`src/rtl/ir_sweep_sched.sv`:
```
// ir_sweep_sched: shares one A2D between periodic IR sensor sweeps and
// on-demand battery conversions; IR sweeps win arbitration.
module ir_sweep_sched #(
  parameter int unsigned PERIOD_CYCLES = 2097152,
  parameter int unsigned SETTLE_CYCLES = 4096,
  parameter logic [3:0]  BATT_CH       = 4'd8
) (
  input  logic        clk,
  input  logic        rst_n,
  input  logic        batt_req,
  input  logic        cnv_cmplt,
  input  logic [11:0] res,
  input  logic [2:0]  rd_sel,
  output logic        strt_cnv,
  output logic [3:0]  chnnl,
  output logic        IR_en,
  output logic        IR_vld,
  output logic [11:0] rd_dat,
  output logic [11:0] batt,
  output logic        batt_vld
);

  localparam int unsigned TMR_W  = (PERIOD_CYCLES > 1) ? $clog2(PERIOD_CYCLES) : 1;
  localparam int unsigned STL_W  = (SETTLE_CYCLES > 1) ? $clog2(SETTLE_CYCLES) : 1;
  localparam int unsigned RES_W  = 12;
  localparam int unsigned NUM_IR = 8;
  localparam logic [TMR_W-1:0] TMR_LAST = TMR_W'(PERIOD_CYCLES - 1);
  localparam logic [STL_W-1:0] STL_LAST = STL_W'(SETTLE_CYCLES - 1);

  typedef enum logic [1:0] {IDLE, SETTLE, IR_CNV, BATT} state_t;

  state_t             state, state_nxt;
  logic [TMR_W-1:0]   timer;
  logic [STL_W-1:0]   settle_cnt, settle_nxt;
  logic [2:0]         ch, ch_nxt;
  logic               batt_pend;
  logic               tick, settle_done;
  logic               strt_nxt, ir_en_nxt, ir_vld_nxt, batt_vld_nxt;
  logic [3:0]         chnnl_nxt;
  logic               ir_wr, batt_wr, batt_take;
  logic [RES_W-1:0]   ir_reg [NUM_IR];

  assign tick        = (timer == TMR_LAST);
  assign settle_done = (settle_cnt == STL_LAST);
  assign rd_dat      = ir_reg[rd_sel];

  // Free-running sweep period timer
  always_ff @(posedge clk) begin
    if (!rst_n)    timer <= '0;
    else if (tick) timer <= '0;
    else           timer <= timer + TMR_W'(1);
  end

  // State register
  always_ff @(posedge clk) begin
    if (!rst_n) state <= IDLE;
    else        state <= state_nxt;
  end

  // Next-state logic; ticks outside IDLE are dropped
  always_comb begin
    state_nxt = state;
    case (state)
      IDLE: begin
        if (tick)           state_nxt = SETTLE;
        else if (batt_pend) state_nxt = BATT;
      end
      SETTLE:  if (settle_done) state_nxt = IR_CNV;
      IR_CNV:  if (cnv_cmplt && (ch == 3'd7)) state_nxt = IDLE;
      BATT:    if (cnv_cmplt) state_nxt = IDLE;
      default: state_nxt = IDLE;
    endcase
  end

  // Output/datapath control: next values of the registered outputs
  always_comb begin
    strt_nxt     = 1'b0;
    ir_vld_nxt   = 1'b0;
    batt_vld_nxt = 1'b0;
    ir_en_nxt    = IR_en;
    chnnl_nxt    = chnnl;
    ch_nxt       = ch;
    settle_nxt   = settle_cnt;
    ir_wr        = 1'b0;
    batt_wr      = 1'b0;
    batt_take    = 1'b0;
    case (state)
      IDLE: begin
        if (tick) begin
          ir_en_nxt  = 1'b1;
          ch_nxt     = '0;
          settle_nxt = '0;
        end else if (batt_pend) begin
          strt_nxt  = 1'b1;
          chnnl_nxt = BATT_CH;
          batt_take = 1'b1;
        end
      end
      SETTLE: begin
        settle_nxt = settle_cnt + STL_W'(1);
        if (settle_done) begin
          strt_nxt  = 1'b1;
          chnnl_nxt = {1'b0, ch};
        end
      end
      IR_CNV: begin
        if (cnv_cmplt) begin
          ir_wr = 1'b1;
          if (ch != 3'd7) begin
            ch_nxt    = ch + 3'd1;
            strt_nxt  = 1'b1;
            chnnl_nxt = {1'b0, ch + 3'd1};
          end else begin
            ir_vld_nxt = 1'b1;
            ir_en_nxt  = 1'b0;
          end
        end
      end
      BATT: begin
        if (cnv_cmplt) begin
          batt_wr      = 1'b1;
          batt_vld_nxt = 1'b1;
        end
      end
      default: ;
    endcase
  end

  // Registered outputs, channel/settle counters, battery result and request flag
  always_ff @(posedge clk) begin
    if (!rst_n) begin
      strt_cnv   <= 1'b0;
      chnnl      <= '0;
      IR_en      <= 1'b0;
      IR_vld     <= 1'b0;
      batt_vld   <= 1'b0;
      ch         <= '0;
      settle_cnt <= '0;
      batt_pend  <= 1'b0;
      batt       <= '0;
    end else begin
      strt_cnv   <= strt_nxt;
      chnnl      <= chnnl_nxt;
      IR_en      <= ir_en_nxt;
      IR_vld     <= ir_vld_nxt;
      batt_vld   <= batt_vld_nxt;
      ch         <= ch_nxt;
      settle_cnt <= settle_nxt;
      // A request in the BATT-entry cycle keeps the flag set
      batt_pend  <= batt_req | (batt_pend & ~batt_take);
      if (batt_wr) batt <= res;
    end
  end

  // IR result register file, written in place as each channel completes
  always_ff @(posedge clk) begin
    if (!rst_n) begin
      for (int i = 0; i < NUM_IR; i++) ir_reg[i] <= '0;
    end else if (ir_wr) begin
      ir_reg[ch] <= res;
    end
  end

endmodule

```
`config.mk`:
```
export PLATFORM = sky130hd
export DESIGN_NAME = ir_sweep_sched
export DESIGN_NICKNAME = d
export VERILOG_FILES = /design/src/rtl/ir_sweep_sched.sv
export SDC_FILE = /design/constraint.sdc
export NUM_CORES = 1
export LEC_CHECK = 0
export ABC_AREA = 1
export BUFFER_PORTS_ARGS = -buffer_cell sky130_fd_sc_hd__buf_4
export CAP_MARGIN = 10
export CORE_MARGIN = 2
export CORE_UTILIZATION = 55
export CTS_CLUSTER_DIAMETER = 40
export DETAILED_ROUTE_END_ITERATION = 12
export PLACE_DENSITY = 0.74
export RECOVER_POWER = 25
export SLEW_MARGIN = 20
export SYNTH_ARGS = -nofsm -noshare
export SYNTH_HDL_FRONTEND = slang
export SYNTH_SLANG_ARGS = --single-unit
```
`constraint.sdc`:
```
create_clock -name clk -period 5.16 [get_ports clk]
set_input_delay 1.032 -clock clk [delete_from_list [all_inputs] [get_ports clk]]
set_output_delay 1.032 -clock clk [all_outputs]
set_load 0.05 [all_outputs]
```
==> results summary, run 1 <==
The maximum buffer depth of the clock tree came out at 2. The longest individual stage delay on the worst path came out at 0.42 ns. In the final layout, the share of cells above drive strength 1 is 8.40%. The internal portion of the total power is 2.21 mW. The floorplan step defined a die boundary enclosing 13900 um^2.

Entering global routing, the biggest net connects 50 pins. In this run the mean area of a mapped cell was 8.76 um^2. For this block, the via count after detailed routing is 5799. Dividing the detail-routed via count by the number of cells gives 5.64.

The critical path contains buffers and inverters numbering 4 combined. After detailed routing, the average wire length per cell comes to 16.7 um. The part of the total power dissipated in combinational logic is 19.3%. The distinct cell type count of the synthesized netlist is 37. For this configuration, the core starts out at a cell density of 56.3%. The met1 layer usage reported by global route came out at 34.1%. The iteration-0 DRC count of the detailed router came out at 607.

Post-CTS repair changed the size of 0 cells. The share of the yosys chip area belonging to registers came out at 57.2%. The slowest cell on the critical path is sky130_fd_sc_hd__buf_4. The run finished with clean final reports. In this run the power spent charging and discharging nets is 0.982 mW.

The register with the most flip-flops in the layout has 96 of them. The number of hold violations in the final report was 0. Data on the critical path arrives at its endpoint at 2.77 ns.

In this run the cell area of the synthesized design comes to 7110 um^2. The number of core rows came out at 41. The global routing usage on met3 came out at 5.28%. The source-to-sink clock delay at the later pin of the worst-skew pair is 0.42 ns.

The slew at the pin closest to its max-slew limit came out at 1.41 ns. In the global route stage, overall resource usage came out at 25.8%. The worst clock skew came out at 0.00818 ns. The count of port buffers added during placement is 50. The total clock sinks came out at 155.

The core area is 12600 um^2. Fill cells in the final layout number 1086. Setup repair after global routing left no endpoint under its margin. In this design, the largest share of critical-path delay is due to buffers and inverters. The power density of the placed cells came out at 400 nW/um^2.

The clock period minus worst slack came out at 3.81 ns. The layout net count came out at 872. The part of the cycle the worst path needs is 73.7%. The width of the chip came out at 118 um.

STA classifies the critical path startpoint as a primary input. The post-route antenna net violation count is 0. The sequential fraction of design power came out at 45.4%. The part of the power in the clock network is 35.3%. The area growth from synthesis to layout is 12.3%. The count of boundary I/O pins is 51. STA classifies the critical path endpoint as an output pin. The deepest level of the CTS H-tree came out at 4. The global routing's busiest layer is met2. In this run switching power makes up 30.8% of total power.

The routability-driven placement congestion ratio came out at 0.878. The yosys synthesis warning count came out at 0. The setup total negative slack came out at 0 ns. The net count of the mapped netlist came out at 840. The path class of the tightest hold or removal check is reg -> reg. The type of the worst setup path is in -> out. The clock transition time at the flip-flop clock pins of the worst setup and hold paths is 0.06 ns. The count of TritonRoute iterations in the first routing pass came out at 5.

Clock tree synthesis inserted a total of 17 buffers. The total overflow reported by the global router is 0. The number of DRC violations after detailed routing came out at 0. Of all cell types, the one taking the most synthesized area is sky130_fd_sc_hd__edfxtp_1. The instance count of the mapped netlist is 812. The synthesis-stage register bit count came out at 155. The initial antenna violation count is 0. The hold buffer count at cts is 0. The total inserted antenna cells is 0. The most frequent cell on the critical path is sky130_fd_sc_hd__buf_4.

Walking the worst path, the cells encountered are buf_4 -> inv_1 -> buf_4 -> nor2_1 -> o32ai_1 -> nand2_1 -> nand2_1 -> buf_4. The upper clock frequency limit came out at 263 MHz. The buffers inserted during post-CTS setup optimization is 0. The final number of max-transition violations is 0. The setup slack after placement came out at 1.42 ns. Measured against its own limit, the worst slew margin works out to 5.74%. The worst-case IR drop observed on VDD is 0.000297 V. For the worst setup path, the data required time is 4.13 ns. TritonCTS built the clock tree. The floorplan die height came out at 118 um. Of all nets on the critical path, the largest fanout is 49. The leakage power came out at 3.10 nW.

The wire length of the first global-routing pass is 28.1 mm. The via count of the first global-routing pass is 5496. The routed design has 17.1 mm of wire.

The fraction of post-synthesis cell area in the top cell type by area is 40.5%. The HPWL after detailed placement came out at 11.6 mm. In this run the clock root is driven by a sky130_fd_sc_hd__clkbuf_16. Max-cap violations in this run came to 0. The total setup violations reported at the end of the flow is 0. By area the synthesized netlist is led by sky130_fd_sc_hd__edfxtp_1 41%, sky130_fd_sc_hd__dfxtp_1 17%, sky130_fd_sc_hd__nor2_1 12%, sky130_fd_sc_hd__nand2_1 7.4%, sky130_fd_sc_hd__a21oi_1 3.1%. The global routing met2 resource utilization came out at 42.0%.

In the post-route analysis, the smallest setup slack over all paths is 1.35 ns.
[worst min-delay path: cells and delay by family (launching register included)]
kind,cells,cell delay [ns]
flip-flops,1,0.32
buffers and inverters,1,0.05
AO/OA/AOI/OAI,1,0.05
[final cells by class]
class	count	area, um^2	area share [%]
timing repair buffer	51	304	3.81
inverter	52	195	2.44
clock inverter	9	76.3	0.956
sequential	155	4060	50.9
multi-input combinational	567	2680	33.6
tap	172	215	2.70
clock buffer	23	448	5.61
[routing by layer]
metal	up-vias	part of all wire (%)
met3	28	7.7
met4	0	2.0
li1	2755	-
met5	-	0
met1	2754	42
met2	262	48
[power groups by stage]
stage	Combinational [mW]	Sequential, mW	Clock (mW)
after floorplan	0.383	1.55	0
after global placement	0.622	1.47	0
after detailed placement	0.634	1.47	0
after CTS	0.638	1.45	1.13
after global routing	0.680	1.46	1.18
final	0.615	1.45	1.13
[synthesized netlist by cell type, drive strengths merged]
library cell,instances
ha,9
xnor2,6
a21oi,44
o21ai,43
xor2,6
and3,1
edfxtp,96
nand2,147
nor3b,7
clkinv,13
nor4,1
nand3,28
inv,39
o21bai,3
nor2,233
clkbuf,23
buf,15
nand4,7
o32ai,24
and2,1
dfxtp,59
nor3,4
or2,3
[cell families after synthesis]
logic type / share of synthesized area, %
adder cells (fa/ha/maj): 1.58
XOR/XNOR: 1.48
flip-flops: 57.2
buffers and inverters: 5.09
AO/OA/AOI/OAI: 9.40
AND/OR/NAND/NOR: 25.3
[stage by stage]
step                      cell area, um^2  total power, mW  cells  hold slack [ns]  util [%]
after floorplan                      7110             1.93    812            0.427         -
final                                7990             3.19   1029            0.465      63.3
after global placement               7540             2.09    997            0.440      59.8
after detailed placement             7540             2.11    997            0.451      59.8
after CTS                            8070             3.22   1029            0.468      63.9
after global routing                 7990             3.32   1029            0.502      63.3
[worst paths after layout]
kind / startpoint / end / slack, ns / depth (start not counted)
min reg2reg: IR_en / IR_en / 0.47 / 2
min: IR_en / IR_en / 0.47 / 2
max reg2reg: state[0] / ir_reg[0][6] / 2.49 / 8
max: rd_sel[0] / rd_dat[5] / 1.35 / 8
[placed cells by master (no fill, tap or decap), drive strengths merged]
cell      instances
inv              39
and2              1
and3              1
o21ai            43
clkinvlp          3
o32ai            24
nor3b             7
nand4             7
edfxtp           96
clkinv           18
or2               3
ha                9
nor4              1
nand2           147
buf              30
o21bai            3
nor2            233
xnor2             6
bufinv            1
dfxtp            59
a21oi            44
xor2              6
clkbuf           44
nor3              4
nand3            28
(Power assumes the default switching activity.)
==> inputs of run 2 (changes only) <==
Settings changed: ABC_AREA 1 to 0.
Clock period 5.16 ns to 3.6 ns, I/O delays scaled along.
==> run 2 against run 1 <==
Effect of this change:
- worst hold slack lost 0.017 ns
- final area up 1.7%
- clock skew is 0.0013 ns higher
- sequential power is 39% higher
- combinational power shrank 1%
- sequential cell count unchanged
- power rose by 42%
- wire length fell by 7.3%
- via count is 19% lower
- sequential share of layout area shrank 0.86 points
- worst setup slack worse by 0.67 ns
- critical path type unchanged
- critical endpoint is now rd_dat[3]
- largest cell class unchanged
- highest routed layer unchanged
==> results summary, run 2 <==
Outcome: finished clean (unchanged). The share of synthesized flip-flops with an asynchronous set or reset is 0% (unchanged). The end-of-flow core utilization is 64.6% (was 63.3%). The post-route antenna net violation count came to 0 (unchanged).

The number of max-cap violations is 0 (unchanged). The instance count of the mapped netlist came to 585 (was 812). The cell area after synthesis was 7050 um^2 (was 7110 um^2). Commonest cells post-synth: 100 x sky130_fd_sc_hd__and2_1, 96 x sky130_fd_sc_hd__edfxtp_1, 59 x sky130_fd_sc_hd__dfxtp_1 (was 228 x sky130_fd_sc_hd__nor2_1, 141 x sky130_fd_sc_hd__nand2_1, 96 x sky130_fd_sc_hd__edfxtp_1). Most frequent cells in the layout: 96 x sky130_fd_sc_hd__edfxtp_1, 86 x sky130_fd_sc_hd__and2_1, 59 x sky130_fd_sc_hd__dfxtp_1 (was 228 x sky130_fd_sc_hd__nor2_1, 142 x sky130_fd_sc_hd__nand2_1, 96 x sky130_fd_sc_hd__edfxtp_1). The wire length of the first global-routing pass came out at 24.9 mm (was 28.1 mm). The source-to-sink clock delay at the later pin of the worst-skew pair is 0.42 ns (about the same). The most common cell after layout, fill and taps aside is sky130_fd_sc_hd__edfxtp_1 (was sky130_fd_sc_hd__nor2_1). The setup total negative slack is 0 ns (unchanged). The slew at the pin closest to its max-slew limit is 0.971 ns (was 1.41 ns). The synthesis-stage register bit count is 155 (unchanged).

The slowest cell on the critical path is sky130_fd_sc_hd__mux4_2 (was sky130_fd_sc_hd__buf_4). The total clock sinks is 155 (unchanged). The detailed-route vias per instance is 5.74 (was 5.64). The type of the worst setup path is in -> out (unchanged). The final standard cell area without fillers came out at 8120 um^2 (was 7990 um^2). The area share of fa/ha/maj cells after synthesis is 1.60% (was 1.58%). The number of core rows is 41 (unchanged). The overall power after layout is 4.54 mW (was 3.19 mW). The setup slack after placement came out at 0.696 ns (was 1.42 ns). The upper clock frequency limit came out at 343 MHz. The longest individual stage delay on the worst path is 0.58 ns (was 0.42 ns). The least setup slack across all paths after layout is 0.684 ns (was 1.35 ns). The total inserted antenna cells came out at 0 (unchanged).

The simple-gate share of the synthesized area is 19.5% (was 25.3%). The maximum buffer depth of the clock tree came out at 2 (unchanged). The clock transition time at the flip-flop clock pins of the worst setup and hold paths was 0.06 ns (about the same).

The via total after detailed routing came to 4712 (was 5799). The type of the most critical hold path is reg -> reg (unchanged). The maximum fanout along the worst path is 24 (was 49). The hold buffer count at cts is 0 (unchanged). The average cell area after synthesis is 12.1 um^2 (was 8.76 um^2). Unrepaired setup endpoints after global routing: false (unchanged). The number of enable-type register cells in the synthesized netlist is 96 (unchanged). Ordered cell list for the critical path: buf_4 -> mux4_2 -> mux2_2 -> buf_4 (was buf_4 -> inv_1 -> buf_4 -> nor2_1 -> o32ai_1 -> nand2_1 -> nand2_1 -> buf_4). The root buffer cell is sky130_fd_sc_hd__clkbuf_16 (unchanged). The via count of the first global-routing pass came out at 4724 (was 5496). The net count of the mapped netlist is 613 (was 840).

The iteration-0 DRC count of the detailed router is 283 (was 607). The routability-driven placement congestion ratio is 0.814 (was 0.878). The global-route usage over all layers came out at 24.8% (was 25.8%). The number of DRC violations after detailed routing is 0 (unchanged).

The main flop type after synthesis is sky130_fd_sc_hd__edfxtp_1 (unchanged). The floorplan die height came out at 117 um (was 118 um). The number of hold violations in the final report is 0 (unchanged).

The fraction of layout cells with a size suffix above 1 came out at 16.5% (was 8.40%). The data required time of the critical path was 2.88 ns (was 4.13 ns). The final routed wire length divided by cell count is 19.4 um (was 16.7 um). The max-slew headroom at the worst pin was 35.0% (was 5.74%).

The category of the worst setup path capture point is an output pin (unchanged). The number of flip-flops under the largest register name came out at 96 (unchanged). The main combinational cell family by area after synthesis is simple AND/OR/NAND/NOR gates (unchanged).

The buffers inserted during post-CTS setup optimization came out at 0 (unchanged). Area contributors post-synth: sky130_fd_sc_hd__edfxtp_1 41%, sky130_fd_sc_hd__dfxtp_1 17%, sky130_fd_sc_hd__and2_1 8.9%, sky130_fd_sc_hd__mux4_2 7.7%, sky130_fd_sc_hd__nand2_1 2.7% (was sky130_fd_sc_hd__edfxtp_1 41%, sky130_fd_sc_hd__dfxtp_1 17%, sky130_fd_sc_hd__nor2_1 12%, sky130_fd_sc_hd__nand2_1 7.4%, sky130_fd_sc_hd__a21oi_1 3.1%). The fraction of the mapped netlist area in compound gates came out at 6.16% (was 9.40%).

The core area is 12600 um^2 (about the same). The cell area reported after detailed placement came to 7600 um^2 (was 7540 um^2). The initial core utilization came out at 56.1% (was 56.3%). The clock period minus worst slack is 2.92 ns. The largest area contributor in the netlist is sky130_fd_sc_hd__edfxtp_1 (unchanged). The peak supply drop came out at 0.000307 V (was 0.000297 V). The width of the chip came out at 117 um (was 118 um).

The cell family with the largest share of critical-path delay was multiplexers (was buffers and inverters). The total overflow reported by the global router came out at 0 (unchanged). The data arrival time of the critical path came out at 2.20 ns (was 2.77 ns). The leakage power came to 2.87 nW (was 3.10 nW). The deepest level of the CTS H-tree came out at 4 (unchanged). The layout net count is 664 (was 872). The total length of routed wires was 15.9 mm (was 17.1 mm). The die area came out at 13700 um^2 (was 13900 um^2). The final number of max-transition violations is 0 (unchanged). The worst clock skew is 0.00945 ns (was 0.00818 ns).

The share of the yosys chip area belonging to registers is 57.6% (was 57.2%). The total setup violations reported at the end of the flow is 0 (unchanged). The yosys synthesis warning count is 0 (unchanged).

The post-synthesis xor/xnor area fraction is 2.61% (was 1.48%). The total of cells resized after clock tree synthesis came out at 0 (unchanged). The share of synthesized area spent on multiplexers came out at 10.1% (was 0%). The library cell with the highest instance count after synthesis was sky130_fd_sc_hd__and2_1 (was sky130_fd_sc_hd__nor2_1). The count of port buffers added during placement is 50 (unchanged). The part of the cycle the worst path needs came out at 81.0%. The distinct cell type count of the synthesized netlist is 50 (was 37). The CTS tree is done (unchanged). The initial antenna violation count is 0 (unchanged). The fraction of post-synthesis cell area in the top cell type by area came out at 40.9% (was 40.5%).

The clock buffer count from CTS is 17 (unchanged). The HPWL after detailed placement came out at 10.4 mm (was 11.6 mm). The kind of start point of the critical path is a primary input (unchanged). The most frequent cell on the critical path is sky130_fd_sc_hd__buf_4 (unchanged). The count of boundary I/O pins came out at 51 (unchanged). The count of TritonRoute iterations in the first routing pass came out at 4 (was 5). The combined buffer and inverter count along the critical path came out at 2 (was 4). The area added between synthesis and finish came to 15.2% (was 12.3%).

The largest net degree at the start of global routing came to 30 (was 50). The power density of the placed cells is 559 nW/um^2 (was 400 nW/um^2).
==> run 2: layout make-up <==
class | instances | area, um^2
Multi-Input combinational cell | 391 | 2800
Timing Repair Buffer | 61 | 375
Inverter | 10 | 37.5
Clock inverter | 11 | 194
Clock buffer | 21 | 440
Fill cell | 971 | 4450
Sequential cell | 155 | 4060
Tap cell | 172 | 215
==> run 2: stage by stage <==
step / hold slack, ns / std cells
after global placement: 0.422 / 789
final: 0.449 / 821
after detailed placement: 0.436 / 789
after CTS: 0.453 / 821
after floorplan: 0.412 / 585
after global routing: 0.472 / 821
==> run 2: where the power goes <==
| group | internal, mW | switching, mW | total, mW |
|---|---|---|---|
| combinational | 0.203 | 0.405 | 0.607 |
| sequential | 1.96 | 0.0448 | 2.01 |
| clock | 1.23 | 0.694 | 1.92 |
| total | 3.40 | 1.14 | 4.54 |
==> run 2: worst paths after layout <==
check                  from            to  slack [ns]  cells past startpoint
hold / removal     timer[0]      timer[0]        0.45                      1
setup / recovery  rd_sel[0]     rd_dat[3]        0.68                      4
setup reg to reg   state[0]  ir_reg[0][6]        0.88                      6
hold reg to reg    timer[0]      timer[0]        0.45                      1
==> run 2: per-layer routing <==
layer	part of all wire [%]	global-route usage, %	vias to the layer above	routed length (um)
li1	-	-	2207	-
met5	0	0	-	0
met2	51	42.5	165	8110
met4	2.0	10.4	0	313
met3	6.1	4.74	25	968
met1	41	30.9	2315	6500
==> run 2: cells by family after synthesis <==
family,after synthesis
adders and majority gates,9
muxes,40
DFF,155
buffers and inverters,39
AOI/OAI and AO/OA,67
xor gates and xnor gates,21
and+or+nand+nor,254
